<file path="src/rtl/pll_reset_sequencer.sv">
// ---------------------------------------------------------------------------
// pll_reset_sequencer
//
// This block sequences the system resets from the iCE40 PLL clock and its
// lock flag. Both resets stay asserted until the synchronised lock flag has
// been high for LOCK_STABLE_CYCLES cycles. The bus/peripheral reset is then
// released, and the CPU reset follows STAGE_GAP_CYCLES later. Any low sample
// of the lock flag after WAIT_LOCK re-asserts both resets and restarts the
// sequence. Each of these lock-loss events increments a saturating counter.
//
// Optional feature macro: RSTSEQ_SW_RESET_EN
//   When it is defined, the sw_reset_req port exists. A request sampled in
//   STAGE or RUN re-asserts both resets and sends the FSM to STABILIZE, so
//   the lock-stable wait runs again.
//
// Ports
//   clock            in   system clock (PLL core output)
//   reset            in   asynchronous active-high reset
//   pll_locked       in   PLL lock flag, asynchronous to clock
//   clear_stats      in   synchronous clear of lock_lost_count
//   sw_reset_req     in   (RSTSEQ_SW_RESET_EN only) one-cycle sw reset request
//   bus_reset        out  active-high reset for bus and peripherals
//   cpu_reset        out  active-high reset for the CPU core
//   ready            out  high only in RUN
//   lock_lost_count  out  saturating count of lock-loss events
//
// The current FSM state is held in state_q, so checkers can probe it.
// ---------------------------------------------------------------------------
module pll_reset_sequencer #(
   parameter int LOCK_STABLE_CYCLES = 1024,
   parameter int STAGE_GAP_CYCLES   = 16,
   parameter int CNT_W              = 12
) (
   input  logic       clock,
   input  logic       reset,
   input  logic       pll_locked,
   input  logic       clear_stats,
`ifdef RSTSEQ_SW_RESET_EN
   input  logic       sw_reset_req,
`endif
   output logic       bus_reset,
   output logic       cpu_reset,
   output logic       ready,
   output logic [7:0] lock_lost_count
);

   typedef enum logic [1:0] {
      WAIT_LOCK = 2'd0,
      STABILIZE = 2'd1,
      STAGE     = 2'd2,
      RUN       = 2'd3
   } state_t;

   // Terminal counts. The legal range goes up to 2^CNT_W, so value-1 always
   // fits in CNT_W bits.
   localparam logic [CNT_W-1:0] LOCK_LAST = CNT_W'(LOCK_STABLE_CYCLES - 1);
   localparam logic [CNT_W-1:0] GAP_LAST  = CNT_W'(STAGE_GAP_CYCLES - 1);

   state_t           state_q, state_d;
   logic [CNT_W-1:0] cnt_q, cnt_d;
   logic [7:0]       lost_q, lost_d;
   logic             sync1_q, sync1_d;
   logic             sync2_q, sync2_d;
   logic             bus_q, bus_d;
   logic             cpu_q, cpu_d;
   logic             ready_q, ready_d;
   logic             locked_s;
   logic             lost_evt;
   logic             sw_req;

`ifdef RSTSEQ_SW_RESET_EN
   assign sw_req = sw_reset_req;
`else
   assign sw_req = 1'b0;
`endif

   assign locked_s = sync2_q;

   always_comb begin
      sync1_d  = pll_locked;
      sync2_d  = sync1_q;
      state_d  = state_q;
      cnt_d    = cnt_q;
      lost_evt = 1'b0;

      case (state_q)
         WAIT_LOCK: begin
            cnt_d = '0;
            if (locked_s) state_d = STABILIZE;
         end
         STABILIZE: begin
            if (!locked_s) begin
               state_d  = WAIT_LOCK;
               cnt_d    = '0;
               lost_evt = 1'b1;
            end else if (cnt_q == LOCK_LAST) begin
               state_d = STAGE;
               cnt_d   = '0;
            end else begin
               cnt_d = cnt_q + 1'b1;
            end
         end
         STAGE: begin
            // Lock loss takes priority over a software request.
            if (!locked_s) begin
               state_d  = WAIT_LOCK;
               cnt_d    = '0;
               lost_evt = 1'b1;
            end else if (sw_req) begin
               state_d = STABILIZE;
               cnt_d   = '0;
            end else if (cnt_q == GAP_LAST) begin
               state_d = RUN;
               cnt_d   = '0;
            end else begin
               cnt_d = cnt_q + 1'b1;
            end
         end
         RUN: begin
            cnt_d = '0;
            if (!locked_s) begin
               state_d  = WAIT_LOCK;
               lost_evt = 1'b1;
            end else if (sw_req) begin
               state_d = STABILIZE;
            end
         end
         default: begin
            state_d = WAIT_LOCK;
            cnt_d   = '0;
         end
      endcase

      // clear_stats wins over an increment in the same cycle.
      lost_d = lost_q;
      if (clear_stats)
         lost_d = 8'd0;
      else if (lost_evt && (lost_q != 8'hFF))
         lost_d = lost_q + 8'd1;

      // The outputs are decoded from the next state, so each one changes on
      // the same edge as the state.
      bus_d   = (state_d == WAIT_LOCK) || (state_d == STABILIZE);
      cpu_d   = (state_d != RUN);
      ready_d = (state_d == RUN);
   end

   always_ff @(posedge clock or posedge reset) begin
      if (reset) begin
         sync1_q <= 1'b0;
         sync2_q <= 1'b0;
         state_q <= WAIT_LOCK;
         cnt_q   <= '0;
         lost_q  <= 8'd0;
         bus_q   <= 1'b1;
         cpu_q   <= 1'b1;
         ready_q <= 1'b0;
      end else begin
         sync1_q <= sync1_d;
         sync2_q <= sync2_d;
         state_q <= state_d;
         cnt_q   <= cnt_d;
         lost_q  <= lost_d;
         bus_q   <= bus_d;
         cpu_q   <= cpu_d;
         ready_q <= ready_d;
      end
   end

   assign bus_reset       = bus_q;
   assign cpu_reset       = cpu_q;
   assign ready           = ready_q;
   assign lock_lost_count = lost_q;

endmodule

</file>
<file path="config.mk">
export PLATFORM = sky130hd
export DESIGN_NAME = pll_reset_sequencer
export DESIGN_NICKNAME = d
export VERILOG_FILES = /design/src/rtl/pll_reset_sequencer.sv
export SDC_FILE = /design/constraint.sdc
export NUM_CORES = 1
export LEC_CHECK = 0
export CORE_ASPECT_RATIO = 1.2
export CORE_MARGIN = 1
export CORE_UTILIZATION = 49
export CTS_BUF_LIST = sky130_fd_sc_hd__clkbuf_4 sky130_fd_sc_hd__clkbuf_8 sky130_fd_sc_hd__clkbuf_16
export CTS_CLUSTER_DIAMETER = 60
export DETAILED_ROUTE_END_ITERATION = 10
export PLACE_DENSITY_LB_ADDON = 0.2
export SYNTH_ARGS = -nofsm -noshare
export SYNTH_HDL_FRONTEND = slang
export SYNTH_SLANG_ARGS = --single-unit
</file>
<file path="constraint.sdc">
create_clock -name clock -period 1.64 [get_ports clock]
set_clock_uncertainty 0.2 [all_clocks]
set_input_delay 0.492 -clock clock [delete_from_list [all_inputs] [get_ports clock]]
set_output_delay 0.492 -clock clock [all_outputs]
set_load 0.1 [all_outputs]
</file>
==> impl_metrics.prom <==
# TYPE chip_impl_metric gauge
chip_impl_metric{name="power_per_cell_area",unit="nW/um^2"} 547
chip_impl_info{name="failed_checks",value="negative setup slack"} 1
chip_impl_metric{name="cts.reportedPaths.clkPinSlew",unit="ns"} 0.15
chip_impl_info{name="worst_r2r_endpoint",value="cnt_q[7]$_DFF_PP0_"} 1
chip_impl_metric{name="die-area",unit="um^2"} 2860
chip_impl_metric{name="cell_internal_pwr",unit="mW"} 0.876
chip_impl_metric{name="timing.final.hold_violations",unit=""} 0
chip_impl_metric{name="htreeDepth",unit=""} 1
chip_impl_metric{name="numPortBuffers",unit=""} 14
chip_impl_metric{name="p_sw_frac",unit=""} 0.278
chip_impl_metric{name="core.rowCount",unit=""} 20
chip_impl_metric{name="timing.critical_path.fanout_max",unit=""} 5
chip_impl_metric{name="yosysWarningCount",unit=""} 0
chip_impl_metric{name="multi_input_area",unit="um^2"} 759
chip_impl_metric{name="finalWirelength",unit="um"} 3990
chip_impl_metric{name="worst_r2r_path_cells",unit=""} 5
chip_impl_metric{name="worstPathRequired",unit="ns"} 1.66
chip_impl_metric{name="floorplan.io_pins",unit=""} 15
chip_impl_metric{name="sequential_cell_area",unit="um^2"} 708
chip_impl_metric{name="fillerInstances",unit=""} 115
chip_impl_metric{name="die_span_x",unit="um"} 49.0
chip_impl_metric{name="grt_overflow",unit=""} 0
chip_impl_metric{name="drc_errors",unit=""} 0
chip_impl_metric{name="share_of_total_power_in_sequential_cells",unit=""} 0.575
chip_impl_info{name="crit_chain",value="nand4_1, nor4_4, buf_4, a2bb2oi_4, nor2_1"} 1
chip_impl_metric{name="irDropWorstVdd",unit="V"} 0.000702
chip_impl_metric{name="p_leak",unit="nW"} 0.971
chip_impl_metric{name="grt_max_degree",unit=""} 16
chip_impl_metric{name="tightestPinTransition",unit="ns"} 0.368
chip_impl_metric{name="clk_path_buf_depth",unit=""} 2
chip_impl_metric{name="netlist_instances",unit=""} 118
chip_impl_metric{name="maxCapViolCount",unit=""} 0
chip_impl_metric{name="post_route_cells_drive_above_1_share",unit=""} 0.553
chip_impl_metric{name="detailroute.via_count",unit=""} 1207
chip_impl_metric{name="syn_area_per_cell",unit="um^2"} 11.0
chip_impl_info{name="root_buffer_cell",value="clkbuf_4"} 1
chip_impl_metric{name="cts-buffers-inserted",unit=""} 3
chip_impl_info{name="outcome",value="finished, violations left"} 1
chip_impl_metric{name="drt_iter0_drc",unit=""} 39
chip_impl_info{name="ys_top_cells_by_area",value="dfrtp_1 (48%), nor2_1 (6.1%), xor2_1 (6.1%)"} 1
chip_impl_metric{name="fin_total_pwr",unit="mW"} 1.21
chip_impl_info{name="timing.critical_path.to_type",value="flop"} 1
chip_impl_metric{name="synth.net_count",unit=""} 124
chip_impl_metric{name="postPlaceCellArea",unit="um^2"} 1870
chip_impl_metric{name="synthDominantCellAreaShare",unit=""} 0.482
chip_impl_metric{name="netlist_area",unit="um^2"} 1300
chip_impl_metric{name="clock_power_share",unit=""} 0.238
chip_impl_metric{name="track_usage",unit=""} 0.271
chip_impl_info{name="clock_tree_from_tritoncts",value="yes"} 1
chip_impl_metric{name="top_achievable_clock_speed",unit="MHz"} 551
chip_impl_metric{name="data_arrival_time_of_the_critical_path",unit="ns"} 1.83
chip_impl_metric{name="critical_path.max_stage_delay",unit="ns"} 0.47
chip_impl_info{name="crit_path_start_kind",value="flop"} 1
chip_impl_metric{name="post_cts_hold_fix_bufs",unit=""} 0
chip_impl_metric{name="avgViaCountPerCell",unit=""} 5.46
chip_impl_metric{name="timing.slew.headroom",unit=""} 0.754
chip_impl_metric{name="avgRoutedWirePerCell",unit="um"} 18.1
chip_impl_info{name="rsz0062_at_grt",value="yes"} 1
chip_impl_metric{name="grt_antenna_before_repair",unit=""} 0
chip_impl_metric{name="cp_num_buf_inv",unit=""} 1
chip_impl_metric{name="core_region_area",unit="um^2"} 2530
chip_impl_metric{name="synth.ff_latch_count",unit=""} 27
chip_impl_metric{name="r2r_slack",unit="ns"} -0.17
chip_impl_info{name="worst_hold_path_type",value="input pin to asynchronous set/reset pin"} 1
chip_impl_metric{name="min_period",unit="ns"} 1.81
chip_impl_metric{name="worstSkewPairLatency",unit="ns"} 0.33
chip_impl_metric{name="finalSetupViolations",unit=""} 31
chip_impl_info{name="post-synth-top-area-cell",value="dfrtp_1"} 1
chip_impl_metric{name="synth_cell_types",unit=""} 33
chip_impl_info{name="critical_path.reg2reg.startpoint",value="cnt_q[9]$_DFF_PP0_"} 1
chip_impl_metric{name="ant_nets",unit=""} 0
chip_impl_metric{name="finalNetCount",unit=""} 195
chip_impl_info{name="crit_type",value="flop to flop"} 1
chip_impl_metric{name="maxSlewViolCount",unit=""} 0
chip_impl_metric{name="antenna-diode-count",unit=""} 0
chip_impl_metric{name="detailedPlace.worstSlack",unit="ns"} -0.0700
chip_impl_metric{name="dpl_hpwl",unit="um"} 2160
chip_impl_metric{name="initial_utilization",unit=""} 0.514
chip_impl_metric{name="grt_pass1_wl",unit="um"} 5610
chip_impl_metric{name="synthToLayoutAreaGrowth",unit="%"} 70.8
chip_impl_metric{name="place_congestion",unit=""} 0.876
chip_impl_metric{name="final_design_area_no_fill",unit="um^2"} 2220
chip_impl_metric{name="tritoncts_num_sinks",unit=""} 27
chip_impl_metric{name="switching_power_of_the_nets",unit="mW"} 0.338
chip_impl_info{name="critical_path.top_delay_family",value="simple AND/OR/NAND/NOR gates"} 1
chip_impl_metric{name="power.combinational.fraction",unit=""} 0.187
chip_impl_metric{name="synth_seq_area_share",unit=""} 0.522
chip_impl_metric{name="worst_slack",unit="ns"} -0.174
chip_impl_metric{name="min_period_over_period",unit=""} 1.11
chip_impl_metric{name="floorplan.die.height",unit="um"} 58.4
chip_impl_info{name="crit_slowest_cell",value="dfrtp_1"} 1
chip_impl_metric{name="first_global_vias",unit=""} 1193
chip_impl_metric{name="drt_first_pass_iters",unit=""} 4
[area by class of cell]
cell class                 instances  share of cell area
tap                               33              0.0186
multi-input combinational         88               0.342
inverter                           3             0.00508
timing repair buffer              66               0.302
clock inverter                     1             0.00226
sequential                        27               0.319
clock buffer                       3              0.0102
[worst reg2reg max path, cell delays in order (launching register included)]
cell	delay [ns]
dfrtp_1	0.47
nand4_1	0.20
nor4_4	0.35
buf_4	0.19
a2bb2oi_4	0.21
nor2_1	0.08
[flip-flops by register name, summed over array words and instances, names as in the netlist]
name	cells
lock_lost_count	8
locked_s	1
cpu_reset	1
bus_reset	1
cnt_q	12
sync1_q	1
state_q	2
ready	1
[metrics by stage]
step / hold WS (ns) / utilization / setup TNS, ns / instances
global route: 0.193 / 0.878 / -5.32 / 221
global placement: 0.133 / 0.739 / -0.634 / 192
detailed placement: 0.136 / 0.739 / -0.646 / 192
finish: 0.192 / 0.878 / -3.70 / 221
floorplan: 0.131 / - / -0.377 / 118
CTS: 0.125 / 0.815 / -1.95 / 210
[synth_stat cells]
library cell / number
dfrtp_1: 25
nor2_1: 21
xor2_1: 9
and3_1: 7
xnor2_1: 6
nand3_1: 5
inv_1: 3
nand4_1: 3
nor2b_1: 3
nor3_1: 3
o211ai_1: 3
and2_1: 2
dfstp_2: 2
ha_1: 2
mux2i_1: 2
nand2_1: 2
nand2b_1: 2
nor4_1: 2
o21ba_2: 2
a211o_1: 1
a21boi_0: 1
a21oi_1: 1
a2bb2oi_4: 1
a31oi_2: 1
buf_1: 1
nand3_2: 1
nand3b_1: 1
nor4_4: 1
nor4b_2: 1
o2111ai_1: 1
o21a_1: 1
o21ai_0: 1
or2_1: 1
[logic make-up after synthesis]
kind of cell    synth area share
xor+xnor                   0.101
flops                      0.522
simple gates               0.235
fa+ha+maj                 0.0193
buf+inv                   0.0116
compound gates            0.0954
mux                       0.0154
[placed cells by master, fill, tap and decap left out, types with 3 or more instances in the layout]
cell type / instances
buf_4: 44
nor2_1: 19
dfrtp_1: 15
buf_12: 11
xor2_1: 9
buf_6: 8
dfrtp_4: 7
and3_1: 6
xnor2_1: 6
nand3_1: 4
nand4_1: 3
o211ai_1: 3
clkbuf_4: 3
dfrtp_2: 3
clkdlybuf4s50_1: 3
[timing repair]
item	4_1_cts	5_1_grt
setup endpoints to repair	26	36
resized for setup	12	16
gates cloned	1	0
setup buffers	13	11
pin swaps	9	19
[power groups by stage]
stage | logic [mW] | registers [mW] | clock network (mW)
global placement | 0.171 | 0.709 | 0
floorplan | 0.0643 | 0.747 | 0
global route | 0.240 | 0.700 | 0.322
CTS | 0.213 | 0.693 | 0.299
detailed placement | 0.175 | 0.710 | 0
finish | 0.227 | 0.698 | 0.288
[worst max path at each step]
stage | from | endpoint | slack, ns | cells after the start
finish | cnt_q[9]$_DFF_PP0_ | cnt_q[7]$_DFF_PP0_ | -0.17 | 5
global route | cnt_q[8]$_DFF_PP0_ | cnt_q[11]$_DFF_PP0_ | -0.24 | 6
CTS | lock_lost_count[3]$_DFFE_PP0P_ | lock_lost_count[3] | -0.19 | 2
detailed placement | cnt_q[8]$_DFF_PP0_ | cnt_q[7]$_DFF_PP0_ | -0.07 | 4
global placement | cnt_q[6]$_DFF_PP0_ | cnt_q[8]$_DFF_PP0_ | -0.06 | 5
floorplan | lock_lost_count[0]$_DFFE_PP0P_ | lock_lost_count[7]$_DFFE_PP0P_ | -0.14 | 5
[routing by layer]
metal | vias up | share of wire | global-route usage
li1 | 553 | - | -
met1 | 602 | 0.39 | 0.286
met2 | 41 | 0.56 | 0.538
met3 | 11 | 0.029 | 0.0207
met4 | 0 | 0.021 | 0.139
met5 | - | 0 | 0
Power figures use the tool's default switching activity.
